[src/rtl/iob_arbiter.sv]
// Request arbiter with round-robin or fixed-priority selection and a configurable grant-hold policy.
// Optional forced release after MAX_HOLD cycles when IOB_ARBITER_TIMEOUT_EN is defined.
module iob_arbiter #(
   parameter int    PORTS        = 4,
   parameter string ARB_TYPE     = "ROUND_ROBIN",
   parameter string LSB_PRIORITY = "LOW",
   parameter string BLOCK        = "REQUEST",
   parameter int    MAX_HOLD     = 16
) (
   input  logic                                          clk_i,
   input  logic                                          arst_n_i,
   input  logic [PORTS-1:0]                              request_i,
   input  logic [PORTS-1:0]                              acknowledge_i,
   output logic [PORTS-1:0]                              grant_o,
   output logic                                          grant_valid_o,
   output logic [((PORTS > 1) ? $clog2(PORTS) : 1)-1:0] grant_encoded_o
);

   localparam int EW       = (PORTS > 1) ? $clog2(PORTS) : 1;
   localparam bit IS_RR    = (ARB_TYPE == "ROUND_ROBIN");
   localparam bit SCAN_LOW = (LSB_PRIORITY != "HIGH");
   localparam bit BLK_NONE = (BLOCK == "NONE");
   localparam bit BLK_ACK  = (BLOCK == "ACKNOWLEDGE");
   // Pointer reset value leaves the round-robin mask empty, so the first arbitration is plain priority.
   localparam logic [EW-1:0] PTR_RST = SCAN_LOW ? EW'(PORTS - 1) : '0;

   typedef enum logic {
      IDLE    = 1'b0,
      GRANTED = 1'b1
   } state_t;

   state_t           state_q, state_d;
   logic [PORTS-1:0] grant_q, grant_d;
   logic [EW-1:0]    enc_q, enc_d;
   logic [EW-1:0]    ptr_q, ptr_d;
   logic [PORTS-1:0] rr_mask, req_eff, req_masked;
   logic [EW:0]      pick_res;
   logic             holder_req, holder_ack, timeout, release_c, new_grant;

   // Returns {found, index} of the first set bit in the scan direction.
   function automatic logic [EW:0] pick(input logic [PORTS-1:0] req);
      logic [EW:0] r;
      r = '0;
      if (SCAN_LOW) begin
         for (int i = PORTS - 1; i >= 0; i--)
            if (req[i]) r = {1'b1, EW'(i)};
      end else begin
         for (int i = 0; i < PORTS; i++)
            if (req[i]) r = {1'b1, EW'(i)};
      end
      return r;
   endfunction

   always_comb begin
      rr_mask = '0;
      for (int i = 0; i < PORTS; i++)
         rr_mask[i] = SCAN_LOW ? (i > int'(ptr_q)) : (i < int'(ptr_q));
   end

   assign holder_req = |(request_i & grant_q);
   assign holder_ack = |(acknowledge_i & grant_q);

`ifdef IOB_ARBITER_TIMEOUT_EN
   logic [15:0] hold_cnt_q, hold_cnt_d;

   // hold_cnt_q counts completed cycles, so the current cycle is number hold_cnt_q+1.
   assign timeout = (state_q == GRANTED) && (hold_cnt_q == 16'(MAX_HOLD - 1));

   always_comb begin
      hold_cnt_d = '0;
      if (state_d == GRANTED && !new_grant)
         hold_cnt_d = hold_cnt_q + 16'd1;
   end

   always_ff @(posedge clk_i or negedge arst_n_i) begin
      if (!arst_n_i) hold_cnt_q <= '0;
      else           hold_cnt_q <= hold_cnt_d;
   end
`else
   assign timeout = 1'b0;
`endif

   always_comb begin
      state_d    = state_q;
      grant_d    = grant_q;
      enc_d      = enc_q;
      ptr_d      = ptr_q;
      new_grant  = 1'b0;
      release_c  = (state_q == IDLE) || BLK_NONE || timeout ||
                   (BLK_ACK ? holder_ack : !holder_req);
      req_eff    = timeout ? (request_i & ~grant_q) : request_i;
      req_masked = req_eff & rr_mask;
      pick_res   = (IS_RR && (|req_masked)) ? pick(req_masked) : pick(req_eff);

      if (release_c) begin
         if (pick_res[EW]) begin
            state_d   = GRANTED;
            enc_d     = pick_res[EW-1:0];
            grant_d   = PORTS'(1) << enc_d;
            new_grant = (state_q == IDLE) || (enc_d != enc_q);
            if (new_grant) ptr_d = enc_d;
         end else begin
            state_d = IDLE;
            grant_d = '0;
            enc_d   = '0;
         end
      end
   end

   always_ff @(posedge clk_i or negedge arst_n_i) begin
      if (!arst_n_i) begin
         state_q <= IDLE;
         grant_q <= '0;
         enc_q   <= '0;
         ptr_q   <= PTR_RST;
      end else begin
         state_q <= state_d;
         grant_q <= grant_d;
         enc_q   <= enc_d;
         ptr_q   <= ptr_d;
      end
   end

   assign grant_o         = grant_q;
   assign grant_valid_o   = (state_q == GRANTED);
   assign grant_encoded_o = enc_q;

endmodule

[config.mk]
export PLATFORM = sky130hd
export DESIGN_NAME = iob_arbiter
export DESIGN_NICKNAME = d
export VERILOG_FILES = /design/src/rtl/iob_arbiter.sv
export SDC_FILE = /design/constraint.sdc
export NUM_CORES = 1
export LEC_CHECK = 0
export ABC_AREA = 0
export CORE_AREA = 2 2 39 41
export DETAILED_ROUTE_END_ITERATION = 10
export DIE_AREA = 0 0 41 43
export PLACE_DENSITY = 0.67
export SYNTH_ARGS = -nofsm -noshare
export SYNTH_HDL_FRONTEND = slang
export SYNTH_SLANG_ARGS = --single-unit
[constraint.sdc]
create_clock -name clk_i -period 2.3 [get_ports clk_i]
set_input_delay 0.46 -clock clk_i [delete_from_list [all_inputs] [get_ports clk_i]]
set_output_delay 0.46 -clock clk_i [all_outputs]
set_load 0.005 [all_outputs]
Word-level counts from Yosys, hierarchy flattened
Index checks and enable logic that the tools add are counted.

Add/subtract/negate cells: 0. Multiply operators: 0. Div/mod/pow operators: 0. Magnitude comparators: 3. Equal/unequal tests: 1. Shifts and indexed selects: 1. Muxes and demuxes: 12. Bitwise operators: 3. Reduce and logical (&&, ||, !) cells: 6.

Operators with widths (count): $mux W3 (9); $and A4 B4 Y4 (2); $reduce_or A4 Y1 (2); $gt A2 B2 Y1 const A (2); $mux W4 (1); $shl A1 B2 Y4 const A (1); $reduce_and A3 Y1 (1); $gt A1 B2 Y1 const A (1); $logic_or A1 B1 Y1 (2); $mux W2 (1); $ne A2 B2 Y1 (1); $logic_not A1 Y1 (1); $mux W1 (1); $not A1 Y1 (1).

Bits in registers: 9. Latch bits: 0. RAM bits: 0. ROM bits: 0. Bits of input ports: 10. Output and inout bits: 7. Logic and storage cells: 30. Memories kept: 0.

Longest topological paths before layout
Gate-level depths: netlist (run 1).

Depth after elaboration: 10. Gate-level depth with buffers: 5. Gate-level depth less buffers: 5.

Worst setup path before layout (run 1)
OpenSTA, ideal clock, no wires.

Kind: reg2reg. Start: register ptr_q[0]. End: register ptr_q[0]. Library setup time: 0.092 ns. Arrival: 1.609 ns. Required time: 2.208 ns. Path slack: 0.599 ns. Stages on the path, launching flop included: 6. Clock period less this slack: 1.701 ns. Cell sequence: dfstp_2 and2b_1 o21ai_0 nand4_1 a2111oi_0 nor3_1.

Word-level cells in the longest chain between the ends: 10. Elaborated cells between the ends (all ways): 13. Classes of those cells: order compare: 3; eq/ne: 1; mux: 5; bitwise: 1; reduce/logical: 3.

RTL lines: start: declaration (RTL line 35) `logic [EW-1:0] ptr_q, ptr_d;`; start signal: assignment (RTL line 120) `ptr_q <= ptr_d;`; $gt A2 B2 Y1 (RTL line 57) `rr_mask[i] = SCAN_LOW ? (i > int'(ptr_q)) : (i < int'(ptr_q));`; $and A4 B4 Y4 (*) (RTL line 92) `req_masked = req_eff & rr_mask;`; $mux W3 (4 in series) (RTL line 46) `if (req[i]) r = {1'b1, EW'(i)};`; $mux W3 (*) (RTL line 93) `pick_res = (IS_RR && (|req_masked)) ? pick(req_masked) : pick(req_eff);`; $ne A2 B2 Y1 (RTL line 100) `new_grant = (state_q == IDLE) || (enc_d != enc_q);`; $logic_or A1 B1 Y1 (RTL line 100); $reduce_and A3 Y1 (no source line).

Every way passes the cells marked *; elsewhere a longest branch is shown, timed or not. A chain may end at the register's enable or synchronous reset.

Final worst setup path (run 1)
Start: input request_i[1]. End: register ptr_q[0].

Word-level cells in the longest chain between the ends: 7. Elaborated cells between the ends (all ways): 14. Classes of those cells: eq/ne: 1; mux: 5; bitwise: 2; reduce/logical: 6.

RTL lines: start: declaration (RTL line 12) `input logic [PORTS-1:0] request_i,`; $and A4 B4 Y4 (RTL line 92); $mux W3 (2 in series) (RTL line 46); $mux W3 (RTL line 93); $ne A2 B2 Y1 (RTL line 100); $logic_or A1 B1 Y1 (RTL line 100); $reduce_and A3 Y1 (no source line).

Several ways; a longest one is shown, not always the timed one.

==> out/results.ini, run 1 <==
[clocking]
cts_resized=0
cts.reportedPaths.clkPinSlew_ns=0.06
ctsHoldBuffers=0
cts_buffers=3
clk_path_buf_depth=2
cts.sinks=9
htreeDepth=1
cts_setup_buffers=0
cts-root-buf=clkbuf_4
insertion_delay_ns=0.26
cts_tree=built

[layout]
antenna_cells=0
drive_gt1_share_pct=22.22
multi_input_area_sq_um=286.5
layout_commonest_cell=clkdlybuf4s50_1
layout_common_cells=12 x clkdlybuf4s50_1, 7 x nand2_1, 7 x dfrtp_1
fillers=135
regArea_sq_um=227.7
finalNetCount=83
synthToLayoutAreaGrowth_pct=36.67

[timing]
setup_viol=0
setup-tns-final_ns=0
max_slew_margin_pct=73.40
rsz0062_at_grt=no
fin_ws_ns=0.3256
final.min_clock_period_ns=1.974
fmax_mhz=506.5
slew_violations=0
finalCritPeriodShare_pct=85.84
hold-worst-slack_ns=0.4934
tightest_slew_ns=0.3978
skew_ns=0.004686
hold_viol_final=0

[detailed_routing]
drt_iter0_drc=3
wl_mm=1.140
antenna_left=0
routedWlPerCell_um=12.95
dr_total_vias=476
drc=0
routed_via_density=5.409
first_pass_iters=4

[global_route]
first_global_vias=439
grt_pass1_wl_mm=1.883
grt_util_all_layers_pct=16.17
grt_overflow_total=0
grt_max_degree=10
antenna_found_initial=0

[synthesis]
ys_seq_area_share_pct=43.33
post_synth_instance_area_sq_um=525.5
synth-seq-cells=9
syn_nets=63
ys_types=34
syn_avg_cell_area_sq_um=9.915
ys_warn_count=0
synth_cells=53

[setup_path]
ff2ff_path_depth=5
r2r_slack_ns=0.49
start_kind=input port
worstSetupPathType=in -> reg
cp-end-kind=register
critPathRequiredTime_ns=2.47
r2r-end=ptr_q[0]
reg2reg_from=ptr_q[0]
critPathArrivalTime_ns=2.14
critical_path.max_fanout=5

[placed_design]
io_buffers=12
post-dp-hpwl_um=891.1
place.gp.congestion=0.7240
dp_slack_ns=0.05642

[power_and_ir_drop]
p_per_area_nw_per_um2=1246
worst_ir_drop_vdd_mv=0.6440
leakage_nw=0.3053

[run_status]
outcome=completed

[floorplan]
fp-row-count=14
die_area_sq_um=1763
initial_core_util_pct=37.97
die_w_um=41
ios=17
die_y_um=43
core_sq_um=1384

[run]
drv_cap=0

[hold_path]
min_path_type=in -> async

## kinds of logic (layout without fill, tap and decap cells)
group / after synthesis / count (layout) / synth area share, %
compound gates: 19 / 19 / 29.77
xor+xnor: 2 / 2 / 3.334
buf+inv: 3 / 22 / 2.143
flops: 9 / 9 / 43.33
simple gates: 20 / 20 / 21.43
## routing by layer
layer / GRT usage (%) / wire length, um / part of all wire, % / vias up
li1: - / - / - / 240
met1: 22.48 / 559 / 49 / 222
met2: 22.19 / 505 / 44 / 10
met3: 1.571 / 43 / 3.8 / 4
met4: 12.00 / 31 / 2.7 / 0
met5: 0 / 0 / 0 / -
## final cells by class
type | instances | share of cell area, %
flip-flops and latches | 9 | 31.71
inverters | 2 | 1.045
multi-input cells | 41 | 39.90
repair buffers | 16 | 20.91
clock buffers | 4 | 3.659
well taps | 16 | 2.787
## registers in the layout, summed over array words and instances, names as in the netlist
| signal | cells |
|---|---|
| grant_o | 4 |
| ptr_q | 2 |
| grant_valid_o | 1 |
| grant_encoded_o | 2 |
## power by group
part,switching [W],total [W],internal [W]
registers,0.0000607,0.000299,0.000239
clock network,0.0000522,0.000119,0.0000667
logic,0.000218,0.000476,0.000258
total,0.000331,0.000895,0.000564
## synthesized netlist by cell type (all sizes together)
| cell type | n | area share (%) |
|---|---|---|
| a211o | 1 | 1.9 |
| a22o | 1 | 1.7 |
| a21boi | 1 | 1.4 |
| o21bai | 1 | 1.4 |
| a21o | 1 | 1.4 |
| a211oi | 1 | 1.4 |
| nor2 | 2 | 1.4 |
| nor2b | 2 | 2.9 |
| nand2 | 7 | 5.0 |
| inv | 2 | 1.4 |
| o221ai | 1 | 5.0 |
| o211ai | 1 | 1.4 |
| nand4 | 1 | 1.2 |
| clkbuf | 1 | 0.71 |
| a31o | 1 | 1.7 |
| a311oi | 1 | 1.7 |
| dfstp | 2 | 10 |
| or4 | 1 | 1.7 |
| or3b | 1 | 2.1 |
| dfrtp | 7 | 33 |
| xnor2 | 1 | 1.7 |
| nand2b | 1 | 1.2 |
| nand3 | 1 | 0.95 |
| a2111oi | 1 | 1.7 |
| and2b | 1 | 1.4 |
| xor2 | 1 | 1.7 |
| a21oi | 2 | 1.9 |
| o21ai | 3 | 2.9 |
| nor3 | 1 | 0.95 |
| nor3b | 1 | 1.4 |
| o31ai | 1 | 1.4 |
| a22oi | 2 | 2.9 |
| or2 | 1 | 1.2 |
## how the worst max path moves through the flow
stage	from	slack, ns	endpoint	cells past startpoint
after floorplan	ptr_q[0]	0.60	ptr_q[0]	5
after global placement	request_i[1]	0.01	ptr_q[0]	5
after detailed placement	request_i[1]	0.06	ptr_q[0]	5
after CTS	request_i[1]	0.32	ptr_q[0]	5
after global routing	request_i[3]	0.14	ptr_q[0]	6
final	request_i[1]	0.33	ptr_q[0]	5
## per-stage QoR
stage / utilization (%) / cell area (sq um) / power, W / std cells
floorplan: - / 525.5 / 0.0005876 / 53
global placement: 50.00 / 691.9 / 0.0007756 / 84
detailed placement: 50.00 / 691.9 / 0.0007826 / 84
CTS: 51.90 / 718.2 / 0.0009056 / 88
global route: 51.90 / 718.2 / 0.0009710 / 88
finish: 51.90 / 718.2 / 0.0008945 / 88
## critical path, stage by stage
cell and delay (ns):
clkdlybuf4s50_1 0.53, or3b_4 0.43, a31o_2 0.26, a2111oi_0 0.35, nor3_1 0.10
(Power assumes the default switching activity.)
==> run 2, diff against run 1 <==
Settings changed: SETUP_SLACK_MARGIN from default to 0.4.
==> out/results.ini, run 2 (same netlist as run 1, synthesis figures left out) <==
[timing]
tightest_slew_ns=0.3981  ; +0.0003314 ns
hold_viol_final=0  ; unchanged
max_slew_margin_pct=73.38  ; about the same
skew_ns=0.004086  ; -0.0006003 ns
final.min_clock_period_ns=1.765  ; -0.2093 ns
setup-tns-final_ns=0  ; unchanged
setup_viol=0  ; unchanged
fmax_mhz=566.5  ; +12%
rsz0062_at_grt=no
finalCritPeriodShare_pct=76.74  ; -9.1 points
fin_ws_ns=0.5349  ; +0.2093 ns
slew_violations=0  ; unchanged

[detailed_routing]
wl_mm=1.133  ; -0.61%
first_pass_iters=3  ; -1
drc=0  ; unchanged
routed_via_density=5.438  ; +0.54%
drt_iter0_drc=4  ; +1
routedWlPerCell_um=12.73  ; -1.7%
antenna_left=0  ; unchanged
dr_total_vias=484  ; +1.7%

[floorplan]
ios=17  ; unchanged
die_w_um=41  ; unchanged
die_y_um=43  ; unchanged
core_sq_um=1384  ; unchanged
fp-row-count=14  ; unchanged
initial_core_util_pct=37.97  ; unchanged
die_area_sq_um=1763  ; unchanged

[layout]
layout_common_cells=9 x clkdlybuf4s50_1, 7 x nand2_1, 7 x dfrtp_1
fillers=132  ; -2.2%
largest_reg_flops=4  ; unchanged
finalNetCount=84  ; +1.2%
synthToLayoutAreaGrowth_pct=41.90
final_cells=89  ; +1.1%
antenna_cells=0  ; unchanged
layout_commonest_cell=clkdlybuf4s50_1
postLayoutCellArea_sq_um=745.7  ; +3.8%
drive_gt1_share_pct=26.03  ; +3.8 points

[global_route]
grt_overflow_total=0  ; unchanged
grt_max_degree=10  ; unchanged
antenna_found_initial=0  ; unchanged
grt_pass1_wl_mm=1.883  ; unchanged
first_global_vias=439  ; unchanged
grt_util_all_layers_pct=16.17  ; unchanged

[power_and_ir_drop]
leakage_nw=0.3394  ; +11%
worst_ir_drop_vdd_mv=0.6976  ; +8.3%
p_comb_share_pct=54.6  ; +1.4 points
seqPwrFrac_pct=32.6  ; -0.9 points
p_per_area_nw_per_um2=1245  ; about the same
p_switching_w=0.0003459  ; +4.6%
p_sw_share_pct=37.26  ; +0.30 points
pwr-share-clk_pct=12.8  ; -0.5 points
total_power_w=0.0009283  ; +3.8%
internal-power_w=0.0005824  ; +3.3%

[setup_path]
cp-end-kind=register
critPathRequiredTime_ns=2.47  ; about the same
critical_path.max_fanout=4  ; -1
reg2reg_from=ptr_q[0]
worstSetupPathType=in -> reg
critPathArrivalTime_ns=1.94  ; -0.20 ns
cp-startpoint=request_i[2]
start_kind=input port

[clocking]
cts_tree=built
insertion_delay_ns=0.26  ; about the same
cts.sinks=9  ; unchanged
clk_path_buf_depth=2  ; unchanged
cts.reportedPaths.clkPinSlew_ns=0.06  ; about the same
cts-root-buf=clkbuf_4
cts_buffers=3  ; unchanged
htreeDepth=1  ; unchanged
ctsHoldBuffers=0  ; unchanged

[placed_design]
dp_slack_ns=0.05642  ; unchanged
post-dp-hpwl_um=891.1  ; unchanged
postPlaceCellArea_sq_um=691.9  ; unchanged
io_buffers=12  ; unchanged
dpl.cell_count=84  ; unchanged
place.gp.congestion=0.7240  ; unchanged

[hold_path]
min_path_type=in -> async

[run_status]
outcome=completed

[run]
drv_cap=0  ; unchanged

## run 2: changes by cell type in the layout (fill, tap and decap cells not counted)
cell / before / now
a2111oi_0: 1 / 0
a21oi_1: 2 / 1
or4_4: 0 / 1
o21ai_0: 3 / 1
a2111oi_2: 0 / 1
clkdlybuf4s50_1: 12 / 9
o21ai_1: 0 / 2
a21oi_2: 0 / 1
buf_4: 4 / 5
dlymetal6s2s_1: 0 / 3
or4_2: 1 / 0
## run 2: critical path, stage by stage
cell             delay, ns
clkdlybuf4s50_1       0.50
or4_4                 0.59
nand2b_1              0.12
a311oi_1              0.06
nor3_1                0.21
## run 2: what timing repair did
item	4_1_cts	5_1_grt
setup endpoints to repair	3	5
buffers inserted	0	1
resized for setup	4	5
pin swaps	0	3
gates cloned	0	0
## run 2: path summary, 6_finish.rpt
kind,to,slack (ns),depth (start not counted)
setup / recovery,ptr_q[0],0.53,5
hold / removal,grant_o[3],0.49,1
setup reg to reg,ptr_q[0],0.54,7
hold reg to reg,grant_o[0],0.51,2
max in group asynchronous,ptr_q[0],1.48,1
min in group clk_i,grant_o[0],0.51,2
## run 2: metal layers
layer  up-vias  global-route usage (%)  wire, um
met5         -                       0         0
met2        12                   22.19       515
met4         0                   12.00        31
li1        241                       -         -
met3         4                   1.571        49
met1       227                   22.48       536
## run 2: cell type report
class                      instances  area, sq um  share of cell area, %
multi-input combinational         41        299.0                  40.10
sequential                         9        227.7                  30.54
timing repair buffer              17        165.2                  22.15
clock buffer                       4        26.28                  3.523
tap                               16        20.02                  2.685
inverter                           2        7.507                  1.007
## run 2: metrics by stage
step / util [%] / hold WS (ns)
finish: 53.89 / 0.4935
detailed placement: 50.00 / 0.4921
global placement: 50.00 / 0.5001
global route: 53.89 / 0.5314
floorplan: - / 0.1644
CTS: 52.35 / 0.5025
## run 2: power groups by stage
| stage | clock network, W | logic [W] | registers (W) |
|---|---|---|---|
| after floorplan | 0 | 0.000296 | 0.000292 |
| after global placement | 0 | 0.000475 | 0.000301 |
| after detailed placement | 0 | 0.000479 | 0.000303 |
| after CTS | 0.000124 | 0.000496 | 0.000303 |
| after global routing | 0.000134 | 0.000560 | 0.000311 |
| final | 0.000119 | 0.000507 | 0.000302 |
==> run 3, diff against run 2 <==
Clock period 2.3 ns to 1.74 ns, I/O delays scaled along.
==> out/results.ini, run 3 (same netlist as run 1, synthesis figures left out) <==
[detailed_routing]
antenna_left=0  ; unchanged
drc=0  ; unchanged
routedWlPerCell_um=13.96  ; +9.7%
first_pass_iters=4  ; +1
dr_total_vias=574  ; +19%
routed_via_density=5.364  ; -1.4%
wl_mm=1.494  ; +32%
drt_iter0_drc=5  ; +1

[run]
drv_cap=0  ; unchanged

[setup_path]
critPathRequiredTime_ns=1.92  ; -0.55 ns
critPathArrivalTime_ns=1.90  ; -0.04 ns
worstSetupPathType=reg -> reg
path_cells=and2b_2 > o21ai_4 > nand4_1 > a211o_2 > o211ai_1
ff2ff_path_depth=5  ; -2
crit_family=compound AO/OA/AOI/OAI gates
cp-startpoint=ptr_q[0]
slowest_stage=dfstp_2
critical_path.max_stage_delay_ns=0.55  ; -0.04 ns
reg2reg_from=ptr_q[0]
endpoint=ptr_q[1]
critical_path.max_fanout=3  ; -1
start_kind=register
cp.depth=5  ; unchanged
r2r_slack_ns=0.02  ; -0.52 ns
cp_num_buf_inv=0  ; -1
r2r-end=ptr_q[1]
cp-end-kind=register

[floorplan]
die_w_um=41  ; unchanged
fp-row-count=14  ; unchanged
core_sq_um=1384  ; unchanged
die_area_sq_um=1763  ; unchanged
ios=17  ; unchanged
die_y_um=43  ; unchanged
initial_core_util_pct=37.97  ; unchanged

[timing]
finalCritPeriodShare_pct=99.06
tightest_slew_ns=0.4138  ; +0.01568 ns
setup_viol=0  ; unchanged
slew_violations=0  ; unchanged
rsz0062_at_grt=yes
final.min_clock_period_ns=1.724
max_slew_margin_pct=72.33  ; -1.0 points
setup-tns-final_ns=0  ; unchanged
hold_viol_final=0  ; unchanged
hold-worst-slack_ns=0.3844  ; -0.1092 ns
fmax_mhz=580.2
skew_ns=0.007834  ; +0.003749 ns

[layout]
antenna_cells=0  ; unchanged
regArea_sq_um=229.0  ; +0.55%
layout_common_cells=21 x buf_4, 10 x dlygate4sd2_1, 6 x dfrtp_1
final_cells=107  ; +20%
fillers=101  ; -23%
synthToLayoutAreaGrowth_pct=78.57
finalNetCount=102  ; +21%
largest_reg_flops=4  ; unchanged
layout_commonest_cell=buf_4
multi_input_area_sq_um=367.9  ; +23%
drive_gt1_share_pct=52.75  ; +27 points

[clocking]
insertion_delay_ns=0.26  ; about the same
cts_buffers=3  ; unchanged
clk_path_buf_depth=2  ; unchanged
cts-root-buf=clkbuf_4
cts.sinks=9  ; unchanged
cts.reportedPaths.clkPinSlew_ns=0.06  ; about the same
htreeDepth=1  ; unchanged
cts_tree=built

[placed_design]
place.gp.congestion=0.7516  ; +3.8%
post-dp-hpwl_mm=1.006  ; +13%
dpl.cell_count=89  ; +6.0%
io_buffers=12  ; unchanged

[hold_path]
min_path_type=in -> async

[global_route]
antenna_found_initial=0  ; unchanged
grt_max_degree=10  ; unchanged
first_global_vias=535  ; +22%
grt_overflow_total=0  ; unchanged
grt_util_all_layers_pct=20.02  ; +3.8 points
grt_pass1_wl_mm=2.352  ; +25%

[power_and_ir_drop]
p_per_area_nw_per_um2=1688  ; +36%
leakage_nw=0.4374  ; +29%
worst_ir_drop_vdd_mv=0.9454  ; +36%

[run_status]
outcome=completed

run 3: timing repair:
action,4_1_cts,5_1_grt
pin swaps,3,7
buffers inserted,9,5
resized for setup,17,10
hold buffers,0,0
hold endpoints to repair,0,0
endpoints found under the setup margin,16,8
run 3: how the worst min path moves through the flow:
stage | to | depth (start not counted)
after global placement | grant_o[1] | 1
after floorplan | grant_encoded_o[0] | 0
after global routing | grant_o[1] | 1
after CTS | grant_o[1] | 1
final | grant_o[2] | 1
after detailed placement | grant_o[0] | 2
run 3: layout make-up:
| type | count | area share (%) |
|---|---|---|
| Sequential cell | 9 | 24.40 |
| Tap cell | 16 | 2.133 |
| Timing Repair Buffer | 35 | 30.67 |
| Inverter | 2 | 0.8000 |
| Clock buffer | 4 | 2.800 |
| Multi-Input combinational cell | 41 | 39.20 |
run 3: worst reg2reg max path, cell delays in order, from the launching register on:
cell      delay [ns]
dfstp_2         0.55
and2b_2         0.26
o21ai_4         0.15
nand4_1         0.21
a211o_2         0.39
o211ai_1        0.09
run 3: per-stage QoR:
step / utilization [%] / setup WS (ns) / total power (W) / cell area [sq um]
after floorplan: - / 0.1853 / 0.0008349 / 545.5
after global placement: 54.16 / -0.3234 / 0.001122 / 749.5
after detailed placement: 54.16 / -0.3991 / 0.001134 / 749.5
after CTS: 61.93 / 0.05872 / 0.001426 / 857.1
after global routing: 67.81 / -0.04122 / 0.001688 / 938.4
final: 67.81 / 0.01633 / 0.001584 / 938.4
run 3: routing by layer:
| layer | vias to the layer above | share of wire, % | track usage (%) |
|---|---|---|---|
| met4 | 0 | 1.5 | 10.00 |
| met2 | 13 | 54 | 30.63 |
| met3 | 4 | 2.7 | 3.141 |
| li1 | 276 | - | - |
| met5 | - | 0 | 0 |
| met1 | 281 | 42 | 26.19 |
run 3: where the power goes:
group          switching (W)  internal, W  total [W]
Sequential         0.0000619     0.000317   0.000379
Combinational       0.000471     0.000573    0.00104
Clock              0.0000723    0.0000883   0.000161
